File: config.mk
export PLATFORM = sky130hd
export DESIGN_NAME = dmd_pattern_fetch_sched_flat
export DESIGN_NICKNAME = d
export VERILOG_FILES = /design/src/rtl/dmd_pattern_fetch_sched_if.sv /design/src/rtl/dmd_pattern_fetch_sched.sv /design/src/flat_wrapper.sv
export SDC_FILE = /design/constraint.sdc
export NUM_CORES = 1
export LEC_CHECK = 0
export CAP_MARGIN = 20
export CORE_ASPECT_RATIO = 1.25
export CORE_MARGIN = 2
export CORE_UTILIZATION = 40
export CTS_CLUSTER_SIZE = 12
export DETAILED_ROUTE_END_ITERATION = 6
export PLACE_DENSITY_LB_ADDON = 0.08
export SKIP_LAST_GASP = 1
export SLEW_MARGIN = 10
export SYNTH_ARGS = -nofsm -noshare
export SYNTH_HDL_FRONTEND = slang
export SYNTH_SLANG_ARGS = --single-unit
File: constraint.sdc
create_clock -name clk_g -period 2.3 [get_ports clk_g]
set_input_delay 0.345 -clock clk_g [delete_from_list [all_inputs] [get_ports clk_g]]
set_output_delay 0.345 -clock clk_g [all_outputs]
set_load 0.03 [all_outputs]
File: src/rtl/dmd_pattern_fetch_sched_if.sv
// dmd_pattern_fetch_sched_if: burst read request port between the frame fetch scheduler and the memory reader.
interface dmd_pattern_fetch_sched_if #(
    parameter int ADDR_W = 27
);
    logic              mem_rd_req;
    logic [ADDR_W-1:0] mem_rd_addr;
    logic [7:0]        mem_rd_len;
    logic              mem_rd_ack;
    modport master (output mem_rd_req, mem_rd_addr, mem_rd_len, input mem_rd_ack);
    modport slave (input mem_rd_req, mem_rd_addr, mem_rd_len, output mem_rd_ack);
endinterface

File: src/rtl/dmd_pattern_fetch_sched.sv
// dmd_pattern_fetch_sched: per-trigger scheduler issuing FIFO-throttled read bursts for one DMD pattern.
// Define DMD_TRIG_QUEUE_EN to hold one trigger that arrives while a frame is in flight.
module dmd_pattern_fetch_sched #(
    parameter int ADDR_W            = 27,
    parameter int WORDS_PER_PATTERN = 6144,
    parameter int BURST_LEN         = 64,
    parameter int IDX_W             = 4
) (
    input  logic                 clk_g,
    input  logic                 rst,
    input  logic                 trigger,
    input  logic                 mem_preload_done,
    input  logic [ADDR_W-1:0]    cfg_base_addr,
    input  logic [IDX_W-1:0]     cfg_num_patterns,
    input  logic                 fifo_prog_full,
    dmd_pattern_fetch_sched_if.master mem,
    output logic                 busy,
    output logic [IDX_W-1:0]     pattern_idx,
    output logic                 frame_done,
    output logic                 trigger_overrun
);
    localparam int NBURST = WORDS_PER_PATTERN / BURST_LEN;
    localparam int CNT_W  = NBURST > 1 ? $clog2(NBURST) : 1;
    typedef enum logic [1:0] {IDLE, WAIT_ROOM, REQ, DONE} state_t;
    state_t state, state_n;
    logic trig_q, trig_ev, start, overrun_n, last;
    logic [ADDR_W-1:0] addr;
    logic [CNT_W-1:0]  burst_cnt;
    logic [IDX_W-1:0]  nump;
    assign trig_ev = trigger & ~trig_q;
    assign last = burst_cnt == CNT_W'(NBURST - 1);
    assign mem.mem_rd_addr = addr;
    assign mem.mem_rd_len = 8'(BURST_LEN - 1);
`ifdef DMD_TRIG_QUEUE_EN
    logic pend;
    assign start = state == IDLE && mem_preload_done && (trig_ev || pend);
    assign overrun_n = trig_ev && state != IDLE && pend;
    always_ff @(posedge clk_g) begin
        if (rst) pend <= 1'b0;
        else if (start) pend <= 1'b0;
        else if (trig_ev && state != IDLE) pend <= 1'b1;
    end
`else
    assign start = state == IDLE && mem_preload_done && trig_ev;
    assign overrun_n = trig_ev && state != IDLE;
`endif
    always_ff @(posedge clk_g) begin
        if (rst) state <= IDLE;
        else state <= state_n;
    end
    always_comb begin
        state_n = state;
        case (state)
            IDLE:      state_n = start ? WAIT_ROOM : IDLE;
            WAIT_ROOM: state_n = fifo_prog_full ? WAIT_ROOM : REQ;
            REQ:       state_n = !mem.mem_rd_ack ? REQ : last ? DONE : WAIT_ROOM;
            default:   state_n = IDLE;
        endcase
    end
    // Outputs are flopped from the next state so they line up with the state register.
    always_ff @(posedge clk_g) begin
        if (rst) begin
            trig_q          <= 1'b0;
            addr            <= '0;
            burst_cnt       <= '0;
            nump            <= IDX_W'(1);
            pattern_idx     <= '0;
            mem.mem_rd_req  <= 1'b0;
            busy            <= 1'b0;
            frame_done      <= 1'b0;
            trigger_overrun <= 1'b0;
        end else begin
            trig_q          <= trigger;
            mem.mem_rd_req  <= state_n == REQ;
            busy            <= state_n != IDLE;
            frame_done      <= state_n == DONE;
            trigger_overrun <= overrun_n;
            if (start) begin
                nump      <= cfg_num_patterns == '0 ? IDX_W'(1) : cfg_num_patterns;
                addr      <= cfg_base_addr + ADDR_W'(pattern_idx) * ADDR_W'(WORDS_PER_PATTERN);
                burst_cnt <= '0;
            end
            if (state == REQ && mem.mem_rd_ack) begin
                addr      <= addr + ADDR_W'(BURST_LEN);
                burst_cnt <= burst_cnt + CNT_W'(1);
            end
            if (state == DONE)
                pattern_idx <= pattern_idx >= nump - IDX_W'(1) ? '0 : pattern_idx + IDX_W'(1);
        end
    end
endmodule
File: src/flat_wrapper.sv
// flat-port wrapper written by rule: the top's interface ports become plain ports
module dmd_pattern_fetch_sched_flat 
#(
    parameter int ADDR_W            = 27,
    parameter int WORDS_PER_PATTERN = 6144,
    parameter int BURST_LEN         = 64,
    parameter int IDX_W             = 4
)
  (clk_g, rst, trigger, mem_preload_done, cfg_base_addr, cfg_num_patterns, fifo_prog_full, busy, pattern_idx, frame_done, trigger_overrun, mem_mem_rd_req, mem_mem_rd_addr, mem_mem_rd_len, mem_mem_rd_ack);
  dmd_pattern_fetch_sched_if #(.ADDR_W(ADDR_W)) mem_i ();
  input  logic clk_g;
  input  logic rst;
  input  logic trigger;
  input  logic mem_preload_done;
  input  logic [ADDR_W-1:0] cfg_base_addr;
  input  logic [IDX_W-1:0] cfg_num_patterns;
  input  logic fifo_prog_full;
  output logic busy;
  output logic [IDX_W-1:0] pattern_idx;
  output logic frame_done;
  output logic trigger_overrun;
  output wire logic [$bits(mem_i.mem_rd_req)-1:0] mem_mem_rd_req;
  output wire logic [$bits(mem_i.mem_rd_addr)-1:0] mem_mem_rd_addr;
  output wire logic [$bits(mem_i.mem_rd_len)-1:0] mem_mem_rd_len;
  input wire logic [$bits(mem_i.mem_rd_ack)-1:0] mem_mem_rd_ack;
  assign mem_mem_rd_req = mem_i.mem_rd_req;
  assign mem_mem_rd_addr = mem_i.mem_rd_addr;
  assign mem_mem_rd_len = mem_i.mem_rd_len;
  assign mem_i.mem_rd_ack = mem_mem_rd_ack;
  dmd_pattern_fetch_sched #(.ADDR_W(ADDR_W), .WORDS_PER_PATTERN(WORDS_PER_PATTERN), .BURST_LEN(BURST_LEN), .IDX_W(IDX_W)) u_core (.clk_g(clk_g), .rst(rst), .trigger(trigger), .mem_preload_done(mem_preload_done), .cfg_base_addr(cfg_base_addr), .cfg_num_patterns(cfg_num_patterns), .fifo_prog_full(fifo_prog_full), .mem(mem_i), .busy(busy), .pattern_idx(pattern_idx), .frame_done(frame_done), .trigger_overrun(trigger_overrun));
endmodule
==> flow_summary_export.csv <==
group,metric,value,unit
place,place_congestion,0.7857,
layout,final_area,4327,um2
detailed_routing,drtIter0Drc,93,
synth,synth.largest_area_cell,"dfxtp_1",
grt,grt_use_met2,38.59,%
grt,grt_util_met3,3.283,%
sta,rsz0062_at_grt,"true",
grt,globalRouteMet1Util,23.51,%
place,port-buffer-count,71,
grt,grt_pass1_wl,13970,um
die,dieArea,8492,um2
synth,netlist_area,3107,um2
layout,fill_cells,731,
die,num_rows,35,
cts,numClockSinks,49,
place,place_ws,-191.4,ps
synth,async_flop_share,0,%
worst_hold_path,min-delay-path-class,"flop to flop",
grt,overflow,0,
sta,drv_slew,0,
cts,clkSlewWorstSetupHoldPaths,100,ps
die,die_h,102.5,um
cts,ctsHtreeMaxLevel,2,
synth,ys_top_cells_by_area,"dfxtp_1, ha_1, a21oi_1",
grt,antenna_found_initial,0,
sta,finalCritPeriodShare,108.6,%
worst_setup_path,path_max_fanout,4,
worst_setup_path,rr_worst_depth,11,
synth,synth_warnings,0,
sta,skew,9.141,ps
sta,finalSetupViolations,11,
place,hpwl,6471,um
sta,hold_slack,440.8,ps
synth,yosysSeqAreaShare,31.57,%
worst_setup_path,required,2490,ps
detailed_routing,post_drt_wl_per_cell,14.93,um
flow_run,cap_violations,0,
cts,cts-root-buf,"clkbuf_8",
grt,grt_usage,20.21,%
synth,synth_top_area_share,31.57,%
worst_setup_path,startpoint_type,"flop",
detailed_routing,dr_total_vias,3054,
pwr,p_leak,1.698,nW
die,die_w,82.83,um
die,start_util,41.73,%
pwr,peakVddDrop,0.3403,mV
pwr,fin_total_pwr,1.858,mW
synth,yosysMostFrequentCell,"dfxtp_1",
synth,synth-edff-count,0,
synth,synth_ff_type,"dfxtp_1",
status,outcome,"complete, but fails checks",
detailed_routing,dr.pass1.iters,4,
die,core_area,7445,um2
worst_setup_path,worstSetupPathType,"flop to flop",
worst_setup_path,critPathCaptureType,"flop",
synth,yosys-top-cells-count,"dfxtp_1, a21oi_1, nand2_1",
cts,clk_path_buf_depth,2,
layout,area_delta_synth_final,39.27,%
sta,timing.final.ws_setup,-198.0,ps
synth,synth-seq-cells,49,
sta,fmax,0.4003,GHz
worst_setup_path,r2r_slack,-200,ps
place,placed_cell_area,4113,um2
sta,finalHoldViolCount,0,
worst_setup_path,reg2reg_to,"u_core.mem.mem_rd_addr[24]",
cts,clk_latency,310,ps
grt,grt_start_max_net_pins,31,
sta,fin_crit,2498,ps
worst_setup_path,r2r_start,"u_core.pattern_idx[1]",
synth,avgSynthCellArea,8.176,um2
detailed_routing,routed_via_density,5.367,
detailed_routing,drt-total-wl,8498,um
synth,synth_cell_types,57,
detailed_routing,ant_nets,0,
layout,diodes,0,
cts,holdBufCountCts,0,
synth,postSynthCellCount,380,
worst_hold_path,hold_depth,1,
detailed_routing,route.detailed.drc,0,
layout,drive_gt1_share,16.98,%
grt,busiest_layer,"met2",
worst_hold_path,min_to,"u_core.trigger_overrun",
worst_setup_path,arrival,2690,ps
pwr,power_per_cell_area,429.4,nW/um2
cts,cts_tree,"done",
die,io_pins,80,
cts,cts_made_buffers,5,
grt,grt_pass1_vias,2950,
layout,nNetsFinal,533,
status,violations,"setup timing",
worst_hold_path,hp-start,"u_core.trig_q",
==> state kept, by name, indices dropped and copies added (netlist names) <==
| name | count |
|---|---|
| u_core.trig_q | 1 |
| u_core.busy | 1 |
| u_core.trigger_overrun | 1 |
| u_core.frame_done | 1 |
| u_core.mem.mem_rd_req | 1 |
| u_core.burst_cnt | 7 |
| u_core.pattern_idx | 4 |
| u_core.mem.mem_rd_addr | 27 |
| u_core.nump | 4 |
| u_core.state | 2 |
==> cell type report <==
class,instances,area [um2],share of cell area [%]
repair buffers,110,1023,23.66
flip-flops and latches,49,993.5,22.96
well taps,92,115.1,2.660
inverters,16,60.06,1.388
clock buffers,5,68.82,1.591
clock inverters,3,20.02,0.4627
multi-input cells,294,2046,47.28
==> per-layer routing <==
layer | up-vias | part of all wire (%)
met1 | 1435 | 42
met5 | - | 0
li1 | 1554 | -
met2 | 56 | 53
met3 | 9 | 3.5
met4 | 0 | 1.1
==> worst max path at each step <==
stage / from / end / slack (ps) / cells past startpoint
finish: u_core.pattern_idx[1] / u_core.mem.mem_rd_addr[24] / -200 / 11
global route: u_core.pattern_idx[2] / u_core.mem.mem_rd_addr[22] / -340 / 12
CTS: u_core.pattern_idx[1] / u_core.mem.mem_rd_addr[26] / -220 / 11
detailed placement: u_core.pattern_idx[1] / u_core.mem.mem_rd_addr[18] / -190 / 12
global placement: cfg_base_addr[11] / u_core.mem.mem_rd_addr[17] / -130 / 8
floorplan: u_core.pattern_idx[1] / u_core.mem.mem_rd_addr[18] / -170 / 9
==> stage by stage <==
stage	TNS, ps	instances	util, %
after floorplan	-442.2	386	-
after detailed placement	-1191	554	55.24
final	-1463	569	58.12
after CTS	-1467	568	57.78
after global routing	-3144	569	58.12
after global placement	-899.0	554	55.24
==> cells in the final DEF, fill, tap and decap left out, types with 3 or more instances in the layout <==
master	n
a211oi_1	8
a21o_1	9
a21oi_1	37
a21oi_2	5
a221oi_1	3
a31oi_1	5
and3_1	16
and4_1	4
buf_4	36
clkbuf_8	5
clkdlybuf4s50_1	71
conb_1	8
dfxtp_1	45
dfxtp_4	3
ha_1	14
ha_4	4
inv_1	15
mux2i_1	5
nand2_1	36
nand3_1	11
nand4_1	9
nor2_1	29
nor3_1	14
o211ai_1	3
o21ai_0	11
xnor2_1	11
xor2_1	3
==> where the power goes <==
part	leakage (nW)	total (mW)	internal (mW)	switching [mW]
Sequential	0.402	0.915	0.879	0.0361
Clock	0.0489	0.527	0.217	0.310
Combinational	1.25	0.415	0.194	0.222
==> cell families after synthesis <==
family          synth area share (%)
fa+ha+maj                      8.538
other cells                   0.2417
flops                          31.57
buf+inv                        7.088
compound gates                 21.31
simple gates                   24.41
xor+xnor                       4.229
mux                            2.618
==> critical path, stage by stage (launching register included) <==
cell,delay [ps]
dfxtp_4,400
ha_4,160
fa_2,450
ha_4,180
buf_4,130
o211ai_1,200
o211ai_1,120
buf_4,150
buf_6,110
nand4_1,100
mux2i_2,270
a21oi_1,90
==> what timing repair did <==
action	CTS	global route
setup buffers	6	1
resized for setup	13	5
setup endpoints to repair	11	12
pin swaps	19	6
Power figures use the tool's default switching activity.
